File: src/rtl/can_bus_sched.sv
// can_bus_sched
//   Bus-access scheduler between host mailboxes and the single-channel CAN
//   datapath. By default the node listens. The transmitter is granted to one
//   mailbox at a time in round-robin order. Frames that are not acknowledged
//   are retried up to RETRY_MAX attempts. Frames that lose arbitration are
//   re-queued, and the retry count is left unchanged.
//
// Ports
//   clk_i, rst_i        system clock, asynchronous active-high reset
//   req_i               per-mailbox level request
//   sel_o               granted mailbox index
//   done_o / fail_o     one-cycle completion / failure pulse per mailbox
//   retry_cnt_o         no-ack attempts for the held mailbox
//   bus_mode_o          0 idle, 1 receive, 2 transmit
//   tx_start_o          start request to can_tx
//   tx_busy_i, tx_lost_i, tx_acknowledged_i   can_tx status
//   rx_start_o          enable for can_rx
//   rx_busy_i           can_rx frame in progress
//
// Build option
//   CAN_BUS_SCHED_START_WDT_EN  adds a START watchdog. If tx_busy_i does not
//   rise within START_TIMEOUT cycles, the mailbox is failed.
//
// state  | meaning
// IDLE   | bus recessive, decide next activity
// LISTEN | receiver enabled, waiting for traffic or a request
// RX     | receiving a frame
// GRANT  | pick / keep the mailbox to transmit
// START  | start request raised, waiting for can_tx to go busy
// TX     | frame on the bus
module can_bus_sched #(
  parameter int NUM_REQ       = 4,
  parameter int RETRY_MAX     = 8,
  parameter int START_TIMEOUT = 64
) (
  input  logic                       clk_i,
  input  logic                       rst_i,
  input  logic [NUM_REQ-1:0]         req_i,
  output logic [$clog2(NUM_REQ)-1:0] sel_o,
  output logic [NUM_REQ-1:0]         done_o,
  output logic [NUM_REQ-1:0]         fail_o,
  output logic [3:0]                 retry_cnt_o,
  output logic [1:0]                 bus_mode_o,
  output logic                       tx_start_o,
  input  logic                       tx_busy_i,
  input  logic                       tx_lost_i,
  input  logic                       tx_acknowledged_i,
  output logic                       rx_start_o,
  input  logic                       rx_busy_i
);

  localparam int SW = $clog2(NUM_REQ);

  typedef enum logic [2:0] {
    ST_IDLE, ST_LISTEN, ST_RX, ST_GRANT, ST_START, ST_TX
  } state_t;

  state_t             state_q, state_d;
  logic [SW-1:0]      sel_q, sel_d, ptr_q, ptr_d, pick_idx, sel_inc;
  logic               hold_q, hold_d, ack_q, ack_d, lost_q, lost_d, pick_vld;
  logic               ack_eff, lost_eff, wdt_expired;
  logic [3:0]         retry_q, retry_d;
  logic [NUM_REQ-1:0] done_d, fail_d;
  logic [1:0]         bus_mode_d;
  logic               tx_start_d, rx_start_d;

`ifdef CAN_BUS_SCHED_START_WDT_EN
  localparam int WW = $clog2(START_TIMEOUT + 1);
  logic [WW-1:0] wdt_q;

  // Reloaded in every state other than START, so START always begins with a full count.
  always_ff @(posedge clk_i or posedge rst_i) begin
    if (rst_i)                   wdt_q <= '0;
    else if (state_q != ST_START) wdt_q <= WW'(START_TIMEOUT - 1);
    else if (wdt_q != '0)        wdt_q <= wdt_q - 1'b1;
  end
  assign wdt_expired = (wdt_q == '0);
`else
  assign wdt_expired = 1'b0;
`endif

  // Search for the first active request at or after the pointer, wrapping around.
  // The loop runs from the highest offset down, so the nearest match is applied last.
  always_comb begin
    pick_vld = 1'b0;
    pick_idx = ptr_q;
    for (int i = NUM_REQ - 1; i >= 0; i--) begin
      int j;
      j = int'(ptr_q) + i;
      if (j >= NUM_REQ) j = j - NUM_REQ;
      if (req_i[j]) begin
        pick_vld = 1'b1;
        pick_idx = SW'(j);
      end
    end
  end

  assign sel_inc  = (int'(sel_q) == NUM_REQ - 1) ? '0 : sel_q + 1'b1;
  assign ack_eff  = ack_q | tx_acknowledged_i;
  assign lost_eff = lost_q | tx_lost_i;

  always_comb begin
    state_d = state_q;
    sel_d   = sel_q;
    ptr_d   = ptr_q;
    hold_d  = hold_q;
    retry_d = retry_q;
    ack_d   = ack_q;
    lost_d  = lost_q;
    done_d  = '0;
    fail_d  = '0;
    case (state_q)
      ST_IDLE: begin
        if (rx_busy_i)   state_d = ST_RX;
        else if (|req_i) state_d = ST_GRANT;
        else             state_d = ST_LISTEN;
      end
      ST_LISTEN: begin
        if (rx_busy_i)   state_d = ST_RX;
        else if (|req_i) state_d = ST_GRANT;
      end
      ST_RX: if (!rx_busy_i) state_d = ST_IDLE;
      ST_GRANT: begin
        if (hold_q && req_i[sel_q]) begin
          state_d = ST_START;
        end else if (pick_vld) begin
          sel_d   = pick_idx;
          hold_d  = 1'b1;
          retry_d = '0;
          state_d = ST_START;
        end else begin
          hold_d  = 1'b0;
          state_d = ST_IDLE;
        end
      end
      ST_START: begin
        ack_d  = 1'b0;
        lost_d = 1'b0;
        if (tx_busy_i)      state_d = ST_TX;
        else if (rx_busy_i) state_d = ST_RX;
        else if (wdt_expired) begin
          fail_d[sel_q] = 1'b1;
          hold_d        = 1'b0;
          ptr_d         = sel_inc;
          state_d       = ST_IDLE;
        end
      end
      ST_TX: begin
        ack_d  = ack_eff;
        lost_d = lost_eff;
        if (!tx_busy_i) begin
          // End of frame: an acknowledgment takes priority over a lost-arbitration flag.
          if (ack_eff) begin
            done_d[sel_q] = 1'b1;
            hold_d        = 1'b0;
            ptr_d         = sel_inc;
            state_d       = ST_IDLE;
          end else if (lost_eff) begin
            state_d = ST_RX;
          end else if (retry_q + 4'd1 == 4'(RETRY_MAX)) begin
            fail_d[sel_q] = 1'b1;
            hold_d        = 1'b0;
            retry_d       = '0;
            ptr_d         = sel_inc;
            state_d       = ST_IDLE;
          end else begin
            retry_d = retry_q + 4'd1;
            state_d = ST_IDLE;
          end
        end else if (tx_lost_i) begin
          state_d = ST_RX;
        end
      end
      default: state_d = ST_IDLE;
    endcase
  end

  // The status outputs are decoded from the next state so that they change on the same edge as the state register.
  always_comb begin
    bus_mode_d = 2'd0;
    tx_start_d = 1'b0;
    rx_start_d = 1'b0;
    case (state_d)
      ST_LISTEN, ST_RX: begin
        bus_mode_d = 2'd1;
        rx_start_d = 1'b1;
      end
      ST_START: begin
        bus_mode_d = 2'd2;
        tx_start_d = 1'b1;
      end
      ST_TX: bus_mode_d = 2'd2;
      default: ;
    endcase
  end

  always_ff @(posedge clk_i or posedge rst_i) begin
    if (rst_i) begin
      state_q    <= ST_IDLE;
      sel_q      <= '0;
      ptr_q      <= '0;
      hold_q     <= 1'b0;
      retry_q    <= '0;
      ack_q      <= 1'b0;
      lost_q     <= 1'b0;
      done_o     <= '0;
      fail_o     <= '0;
      bus_mode_o <= 2'd0;
      tx_start_o <= 1'b0;
      rx_start_o <= 1'b0;
    end else begin
      state_q    <= state_d;
      sel_q      <= sel_d;
      ptr_q      <= ptr_d;
      hold_q     <= hold_d;
      retry_q    <= retry_d;
      ack_q      <= ack_d;
      lost_q     <= lost_d;
      done_o     <= done_d;
      fail_o     <= fail_d;
      bus_mode_o <= bus_mode_d;
      tx_start_o <= tx_start_d;
      rx_start_o <= rx_start_d;
    end
  end

  assign sel_o       = sel_q;
  assign retry_cnt_o = retry_q;

endmodule

File: config.mk
export PLATFORM = sky130hd
export DESIGN_NAME = can_bus_sched
export DESIGN_NICKNAME = d
export VERILOG_FILES = /design/src/rtl/can_bus_sched.sv
export SDC_FILE = /design/constraint.sdc
export NUM_CORES = 1
export LEC_CHECK = 0
export CAP_MARGIN = 0
export CORE_UTILIZATION = 45
export DETAILED_ROUTE_END_ITERATION = 7
export GPL_TIMING_DRIVEN = 1
export HOLD_SLACK_MARGIN = 0.1
export PLACE_DENSITY = 0.81
export SYNTH_ARGS = -nofsm -noshare
export SYNTH_HDL_FRONTEND = slang
export SYNTH_SLANG_ARGS = --single-unit
File: constraint.sdc
create_clock -name clk_i -period 2.1 [get_ports clk_i]
set_clock_uncertainty 0.2 [all_clocks]
set_input_delay 0.21 -clock clk_i [delete_from_list [all_inputs] [get_ports clk_i]]
set_output_delay 0.21 -clock clk_i [all_outputs]
set_load 0.005 [all_outputs]
==> out/summary.md, run 1 <==
The tools report the endpoint kind of the worst setup timing path as a register. Port buffering added 27 buffers. The tools report the max-slew headroom at the worst pin as 0.738.

The total half-perimeter wirelength after legalization and detailed placement is 2.63 mm, and the time the worst path needs with I/O delays and setup is 2030 ps. Yosys mapped the design onto 43 distinct sky130hd cell types. Synthesis handed over a netlist of 135 instances.

28 I/O pins were placed. The global-route wire length before repair was 5.75 mm; the number of nets still failing antenna checks after routing was 0. During synthesis, Yosys emitted a total of 0 warnings. The tool flagged a number of max-cap violations equal to 0.

The average vias per placed instance works out to 5.40. At the pin with the least slew margin, the transition time is 394 ps. The pre-antenna-repair detailed-routing pass consisted of 4 iterations. The count of state elements after synthesis came out at 26.

Mean post-synth cell area: 10.5 um^2. TritonCTS built the clock tree. The floorplan has 20 rows.

For the number of endpoints with negative hold slack in the final report, the log shows 0. Number of buffers created by CTS: 3. The tools report the kind of start point of the critical path as a register. The clock insertion delay at the later pin of the skew report came out at 320 ps. The run finished with clean final reports.

The fraction of final layout cells sized beyond drive strength 1 is 0.190, and the total of endpoints with negative setup slack in the final report is 0. Synthesis produced a netlist with a net count of 151. The tools report the routed wire length as 3.29 mm. The tools report the total track usage as 0.227. The async set or reset register ratio after synthesis was 1.00. The area overhead of the layout relative to synthesis was 38.3%. The adder-cell share of the synthesized area is 0.0527, and the post-synthesis compound-gate area fraction is 0.192.

Iteration-0 DRC count of the detailed router: 33. The path class of the tightest hold or removal check is reg -> reg. STA puts the critical path data required time at 2120 ps. For the sink count of the clock tree, the log shows 26.

The clock-pin transition on the worst setup and hold timing paths came out at 130 ps. The total count of max-transition violations in the final report was 0. In the synthesized netlist the dominant register cell turns out to be dfrtp_1.

The repair_antennas step left the layout with diodes totalling 0. Setup repair after global routing left no endpoint under its margin. In this run, synthesis inferred 0 flip-flops with an integrated enable. The tools report the initial standard-cell utilization of the core as 0.470. Of all nets on the critical path, the largest fanout is 5.

From left edge to right edge, the die measures 58.3 um. Summed over all layers, the global routing overflow is 0. The logs give 0.457 for the sequential fraction of the synthesis area and 0.00197 mm^2 for the summed area of non-filler cells in the final layout. For the data arrival time of the critical path, the log shows 2050 ps. The detailed-route wire length per cell is 14.1 um. Summing all placed instances gives a cell area of 0.00191 mm^2.

In the routed design, unresolved DRC markers number 0. The total negative setup slack is 0 ps. Entering global routing, the biggest net connects 27 pins.

The type of the setup path with the least slack is reg -> reg. The run gives 493 MHz as the maximum frequency from static timing analysis. The depth of the CTS H-tree came out at 1. From bottom edge to top edge, the die measures 58.3 um. No sink is reached through more buffers than the 2 on the longest clock path. The summed instance area of the synthesized netlist is 0.00142 mm^2, and the detailed-route via count is 1259. The run gives 206 as the final layout net count. The run gives 0.00303 mm^2 as the core outline area. The xor and xnor area share after synthesis is 0, and the multiplexer share of the synthesized area is 0.0721. The basic-gate share of the synthesized area counting and, or, nand and nor cells came out at 0.198. In this run the clock root is driven by a clkbuf_4.

The combinational family with the most area after synthesis was simple AND/OR/NAND/NOR gates. The final critical-path share of the clock period came out at 0.966. The power density over the cells is 862 mW/mm^2, and the initial antenna violation count is 0. The analysis attributes to cell leakage a power of 0.908 nW.

Across the VDD grid, the largest voltage drop is 0.519 mV. Via count of the first global-routing pass: 1280. The congestion estimate from routability-driven global placement came to 0.892.

Area enclosed by the die boundary: 0.00339 mm^2.
worst paths after layout:
check                                      end  depth (start not counted)     start  slack, ps
worst min-delay path                    hold_q                          1    hold_q        320
worst max-delay path                  sel_o[0]                          4  sel_o[1]         70
worst min register to register          hold_q                          1    hold_q        320
worst max register to register        sel_o[0]                          4  sel_o[1]         70
max in group asynchronous       retry_cnt_o[0]                          4     rst_i        860
min in group asynchronous            fail_o[1]                          4     rst_i        580
worst max-delay path, cell delays in order (launching register included):
cell and delay (ps):
dfrtp_2 460, mux2_4 300, a221o_1 440, nor2_2 180, mux2_1 340
flip-flops by register name, indices dropped and copies added (netlist names), 2 cells and up:
signal and count:
bus_mode_o 2, state_q 3, ptr_q 2, fail_o 4, retry_cnt_o 4, sel_o 2
done_o 4
synthesized netlist by cell type, types with 3 or more instances:
library cell,n,area [um^2]
and3_1,5,31.3
o21ai_0,6,30.0
and2_1,6,37.5
ha_1,6,75.1
dfrtp_1,26,651
inv_1,11,41.3
nand2b_1,3,18.8
nor2_1,10,37.5
o22ai_1,4,25.0
nor2b_1,7,43.8
a21oi_1,6,30.0
mux2_1,5,56.3
placed cells by master (no fill, tap or decap), types with 3 or more instances in the layout:
cell type,n
and3_1,5
nor2b_1,7
dfrtp_1,24
clkdlybuf4s50_1,27
nor2_1,10
ha_1,5
inv_1,11
nand2b_1,3
a21oi_1,5
buf_4,22
mux2_1,5
o21ai_0,6
clkbuf_4,3
and2_1,6
o22ai_1,4
routing by layer:
layer / GRT usage / wire, um / part of all wire
met1: 0.265 / 1370 / 0.42
met2: 0.402 / 1740 / 0.53
met3: 0.0491 / 146 / 0.044
met4: 0.0952 / 38 / 0.012
met5: 0 / 0 / 0
area by class of cell:
cell class                 count  area, um^2
fill                         245        1060
multi-input combinational     98         738
sequential                    26         653
timing repair buffer          50         445
tap                           44        55.1
inverter                      11        41.3
clock buffer                   4        36.3
logic make-up after synthesis:
logic type	Yosys count
adder cells (fa/ha/maj)	6
AND/OR/NAND/NOR	45
AO/OA/AOI/OAI	38
flip-flops	26
multiplexers	9
buffers and inverters	11
what timing repair did:
item	in CTS	in global routing
endpoints found under the hold margin	26	0
gates resized for setup	2	1
buffers inserted	0	1
setup endpoints to repair	2	4
pin swaps	0	3
hold buffers	1	0
metrics by stage:
stage	setup slack (ps)	power [W]	instances	utilization	hold slack (ps)
2_1_floorplan	32.2	0.00111	135	-	50.0
3_3_place_gp	-56.8	0.00141	227	0.631	271
3_5_place_dp	-86.6	0.00145	227	0.631	294
4_1_cts	16.1	0.00170	232	0.648	321
5_1_grt	1.25	0.00183	233	0.650	336
6_report	72.1	0.00170	233	0.650	319
where the power goes:
part	switching (W)	internal (W)
clock	0.000142	0.000106
combinational	0.000313	0.000393
sequential	0.000117	0.000626
Note: power is estimated with default switching activity, not from simulation.
==> run 2, diff against run 1 <==
Settings changed: CORE_UTILIZATION 45 to 46, CTS_CLUSTER_SIZE set to 14, PLACE_DENSITY 0.81 to 0.82, SETUP_SLACK_MARGIN set to 0.15.
==> run 2 against run 1 <==
  * The run now ends with design-rule violations left
  * Setup slack worse by 16 ps
  * Critical path depth up 1
  * Sequential cell count unchanged
  * Sequential power up 4.4%
  * Sequential share of layout area down 0.56 points
  * Utilization up 5.4 points
  * Combinational power up 2%
  * Critical endpoint is now ptr_q[1]
  * Clock-buffer cell count unchanged
  * First-iteration DRC count up 100%
  * Clock power up 4%
  * Critical path type unchanged
  * Via count up 1.9%
==> out/summary.md, run 2 (synthesized netlist as in run 1, its figures left out) <==
The die outline height was 57.6 um; the final critical-path share of the clock period was 0.973. The logs give 2.57 mm for the total half-perimeter wirelength after legalization and detailed placement and 19 for the number of placement rows. In this run the horizontal extent of the chip is 57.6 um. The kind of cell with the highest combined delay along the critical path is compound AO/OA/AOI/OAI gates. The final reports fail on design-rule violations.

The critical path in this run is classified as reg -> reg. Area overhead of the layout relative to synthesis: 41.2%. TritonCTS built the clock tree.

STA classifies the critical path endpoint as a register. Setup repair after global routing could not meet its margin everywhere. The run finished, with violations left. STA puts the critical path data arrival time at 2060 ps.

In this run the power density over the cells is 873 mW/mm^2. Counting both buffers and inverters, the worst setup path holds a total of 0. The finished layout holds 221 standard cells, fillers aside. Delay of the slowest critical-path stage: 480 ps. The highest fanout seen on the critical path is 4, and the reported leakage power is 0.914 nW. The via count of the first global-routing pass was 1269.

The total track usage is 0.227, and the largest net degree at the start of global routing is 27. Leading cell type in the layout, fill and taps excluded: clkdlybuf4s50_1. Kind of start point of the critical path: a register. The iteration-0 DRC count of the detailed router is 67, and the largest voltage drop on the vdd net is 0.714 mV. After detailed routing, the number of vias per cell comes to 5.81.

For the depth of the CTS H-tree, the log shows 1. The global-route wire length before repair was 5.77 mm. The cell depth of the worst setup path was 5; the sink count of the clock tree was 26. The routed wire length was 3.53 mm.

Number of cells traversed by the worst hold path: 1. For the initial antenna violation count, the log shows 0. The routed design could run at a clock period as short as 2040 ps. At the pin with the least slew margin, the transition time is 370 ps. The fraction of final layout cells sized beyond drive strength 1 is 0.253, and the final layout net count is 207. Dividing the detail-routed wire length by the instance count gives 16.0 um. The logs give 0.753 for the max-slew headroom at the worst pin and 7 for the number of search-and-repair iterations in the first detailed-routing pass. The region available for standard cell placement spans 0.00285 mm^2.

The repair_antennas step left the layout with diodes totalling 0. The run gives 0 as the total count of max-transition violations in the final report. The congestion estimate from routability-driven global placement came to 0.869. Setup violations remaining at the end of the flow were counted as 0. For the initial standard-cell utilization of the core, the log shows 0.499.

In the layout the commonest cells are clkdlybuf4s50_1, buf_4, dfrtp_1. For this run, design rule violations remaining after detail routing come to 2. The tools report the number of endpoints with negative hold slack in the final report as 0. After global routing the overflow that remains totals 0.

The quantity of I/O buffers inserted on ports was 27; the maximum frequency from static timing analysis was 489 MHz. Across the run, the number of max-cap violations was 0. Cell with the biggest individual delay on the critical path: dfrtp_2. For the clock insertion delay at the later pin of the skew report, the log shows 330 ps. Setup total negative slack on the finished layout was measured at 0 ps. Clock-pin slew was measured on the worst setup and hold paths at 150 ps. Walking the worst path, the cells encountered are ha_4, nand2b_4, o41a_1, a21oi_2, mux2_4. The run gives 0.00332 mm^2 as the area enclosed by the die boundary. The number of cells on the worst reg-to-reg path is 5. The number of nets still failing antenna checks after routing is 0. For the worst setup path, the data required time is 2120 ps. The tools report the total I/O pin count as 28. The cell sitting at the root of the clock tree is a clkbuf_4.

The number of buffers created by CTS is 3. The routed layout has 1283 vias. The maximum clock insertion buffer count is 2, and the instance count after placement with tap cells included is 208.

The type of the worst min-delay path is reg -> reg.
run 2: cell count changes in the layout (fill, tap and decap cells not counted), sizes merged:
cell | before | now
buf | 22 | 23
run 2: where the power goes:
group          switching (W)  internal, W
sequential          0.000148     0.000627
combinational       0.000303     0.000417
clock               0.000154     0.000106
total               0.000604      0.00115
run 2: metal layers:
metal	track usage	part of all wire	vias to the layer above
met5	0	0	-
met4	0.0557	0.0051	0
li1	-	-	606
met2	0.412	0.51	38
met1	0.289	0.44	637
met3	0.0223	0.041	2
run 2: through the flow:
stage	hold slack [ps]	setup WS [ps]	util	total power (W)	cell area (um^2)
after floorplan	49.8	128	-	0.00111	1440
after global placement	275	-54.0	0.654	0.00137	1870
after detailed placement	283	-115	0.654	0.00141	1870
after CTS	314	77.7	0.687	0.00170	1960
after global routing	371	8.91	0.705	0.00187	2010
final	325	56.0	0.705	0.00175	2010
run 2: what timing repair did:
item                                    4_1_cts  5_1_grt
endpoints found under the hold margin        26        0
hold buffers                                  1        0
endpoints found under the setup margin        8        8
buffers inserted                              4        4
gates resized for setup                       4        7
pin swaps                                     1        6
run 2: path summary, 6_finish.rpt:
| kind | slack [ps] | end | startpoint |
|---|---|---|---|
| min reg2reg | 320 | hold_q | hold_q |
| max | 60 | ptr_q[1] | retry_cnt_o[0] |
| min | 320 | hold_q | hold_q |
| max reg2reg | 60 | ptr_q[1] | retry_cnt_o[0] |
| min in group asynchronous | 580 | retry_cnt_o[3] | rst_i |
| max in group asynchronous | 830 | retry_cnt_o[1] | rst_i |
run 2: area by class of cell:
type	instances	area [um^2]
repair buffers	51	453
clock buffers	4	36.3
flip-flops and latches	26	656
fillers	207	842
multi-input cells	98	786
inverters	11	41.3
well taps	31	38.8
==> run 3, diff against run 2 <==
Settings changed: MAX_ROUTING_LAYER set to met4.
==> run 3 against run 2 <==
  * The run still ends with design-rule violations left
  * Worst hold slack got worse by 12 ps
  * Setup slack better by 46 ps
  * Die area unchanged
  * Sequential cell count did not move
  * Utilization decreased by 0.48 points
  * Register-to-register slack better by 50 ps
  * Cell area down 0.68%
  * Sequential share of layout area increased by 0.16 points
  * Non-clock buffer count fell by 4
  * Power down 3.5%
  * Critical path depth fell by 1
  * Global-route usage barely moved
  * Critical path type unchanged
  * Largest power group unchanged
  * Highest routed layer unchanged
==> out/summary.md, run 3 (synthesized netlist as in run 1, its figures left out) <==
The run finished, with violations left. The final reports fail on design-rule violations. Wires add up to 3.36 mm. On the worst path, the slowest cell contributes a delay of 460 ps. Type of the worst min-delay path: reg -> reg. Clock-pin slew was measured on the worst setup and hold paths at 140 ps.

Initial antenna violation count: 0. The clock insertion delay at the later pin of the skew report is 320 ps. The total of endpoints with negative setup slack in the final report was 0; the power density over the cells was 848 mW/mm^2.

The iteration-0 DRC count of the detailed router was 33; the antenna diode count was 0. After detailed routing, the number of vias per cell comes to 5.75. Measured along the x axis, the die boundary spans 57.6 um.

The library cell used most frequently in the layout, excluding fill and tap cells, is clkdlybuf4s50_1. Compared with the post-synthesis result, the final layout area differs by 40.2%. Placed cell area: 0.00187 mm^2.

The tools report the kind of start point of the critical path as a register. After detailed routing, the number of remaining DRC violations is 2. The number of placement rows came out at 19. The first global-routing pass estimated 5.47 mm of wire. The tool flagged a number of max-cap violations equal to 0. For the non-filler instance count after layout, the log shows 217. Setup repair after global routing could not meet its margin everywhere.

STA classifies the critical path endpoint as a register. The die covers 0.00332 mm^2. The number of endpoints with negative hold slack in the final report was 0. Counting every sink on the clock net gives 26.

Summing all multi-input logic gate instances after layout gives 813 um^2. The time the worst path needs with I/O delays and setup was 2000 ps; the final layout net count was 203. The buffer type at the clock tree root was clkbuf_4. For this run the aggregate overflow at the end of global routing stands at 0. Instance count after placement with tap cells included: 208. The max-slew headroom at the worst pin came out at 0.717.

The count of buffers added on input and output ports is 27. Fill cell total of the finished layout: 220. TritonCTS built the clock tree. Along the worst path, the maximum fanout reaches 5.

The region available for standard cell placement spans 0.00285 mm^2. At the pin with the least slew margin, the transition time is 424 ps. The slowest stage of the critical path is the dfrtp_2 cell.

Entering global routing, the biggest net connects 27 pins. The fraction of final layout cells sized beyond drive strength 1 was 0.242. In the layout the commonest cells are clkdlybuf4s50_1, dfrtp_1, buf_4. The pre-antenna-repair detailed-routing pass consisted of 6 iterations.

The tools report the largest voltage drop on the vdd net as 0.564 mV. Dividing the detail-routed wire length by the instance count gives 15.5 um. The overall power consumption was 0.00169 W.

The sequential standard cell area is 654 um^2. The total track usage was 0.227. The most repeated library cell on the critical path was mux2_4. The initial standard-cell utilization of the core was 0.499; the summed area of non-filler cells in the final layout was 0.00200 mm^2. The run gives 2110 ps as the data required time at the worst endpoint.

For the depth of the CTS H-tree, the log shows 1. In this run the count of I/O pins placed on the die edge is 28. The die outline height is 57.6 um. Data arrival time of the critical path: 2010 ps. No sink is reached through more buffers than the 2 on the longest clock path. For the total half-perimeter wirelength after legalization and detailed placement, the log shows 2.55 mm. Traced cell by cell, the critical path runs through mux2_4, a221o_2, o21ai_2, mux2_4. The via count of the first global-routing pass was 1235; the number of buffers created by CTS was 3. Routability-driven placement finished with a final weighted congestion of 0.858.

The final critical-path share of the clock period came out at 0.952. Number of nets still failing antenna checks after routing: 0. The run gives 500 MHz as the maximum frequency from static timing analysis.

In this run the static leakage power is 0.890 nW. For the total count of max-transition violations in the final report, the log shows 0. The type of the setup path with the least slack was reg -> reg.

The final route contains 1248 vias.
[run 3: changes by cell type in the layout (fill, tap and decap cells not counted), sizes merged]
cell  change
buf       -4
[run 3: path summary, 6_finish.rpt]
path	endpoint	cells after the start	startpoint	slack, ps
worst max-delay path	retry_cnt_o[1]	4	sel_o[1]	100
worst min register to register	hold_q	1	hold_q	310
max in group asynchronous	retry_cnt_o[1]	4	rst_i	850
worst max register to register	retry_cnt_o[1]	4	sel_o[1]	100
worst min-delay path	hold_q	1	hold_q	310
min in group asynchronous	fail_o[2]	4	rst_i	570
[run 3: area by class of cell]
cell class	instances	area share
multi-input cells	98	0.407
flip-flops and latches	26	0.328
repair buffers	47	0.212
inverters	11	0.0207
well taps	31	0.0194
clock buffers	4	0.0132
[run 3: metrics by stage]
| step | worst slack [ps] | setup TNS, ps | utilization | hold WS [ps] |
|---|---|---|---|---|
| global route | 70.4 | 0 | 0.700 | 352 |
| floorplan | 128 | 0 | - | 49.8 |
| CTS | 91.4 | 0 | 0.695 | 319 |
| detailed placement | -135 | -623 | 0.654 | 290 |
| global placement | -78.9 | -324 | 0.654 | 282 |
| finish | 102 | 0 | 0.700 | 313 |
[run 3: repair_timing]
item / CTS / global route
hold buffers: 1 / 0
hold endpoints to repair: 26 / 0
resized for setup: 11 / 3
pin swaps: 4 / 3
endpoints found under the setup margin: 7 / 9
setup buffers: 4 / 0
[run 3: metal layers]
layer / part of all wire / GRT usage
met1: 0.43 / 0.261
met2: 0.53 / 0.392
met3: 0.035 / 0.0536
met4: 0.0074 / 0.0662
met5: 0 / -
[run 3: power by group]
group | switching (W) | internal [W]
clock network | 0.000140 | 0.0000743
registers | 0.000149 | 0.000626
logic | 0.000294 | 0.000411
[run 3: worst max-delay path: cells and delay by family, from the launching register on]
kind | cells | cell delay (ps)
AOI/OAI and AO/OA | 2 | 610
muxes | 2 | 610
DFF | 1 | 460
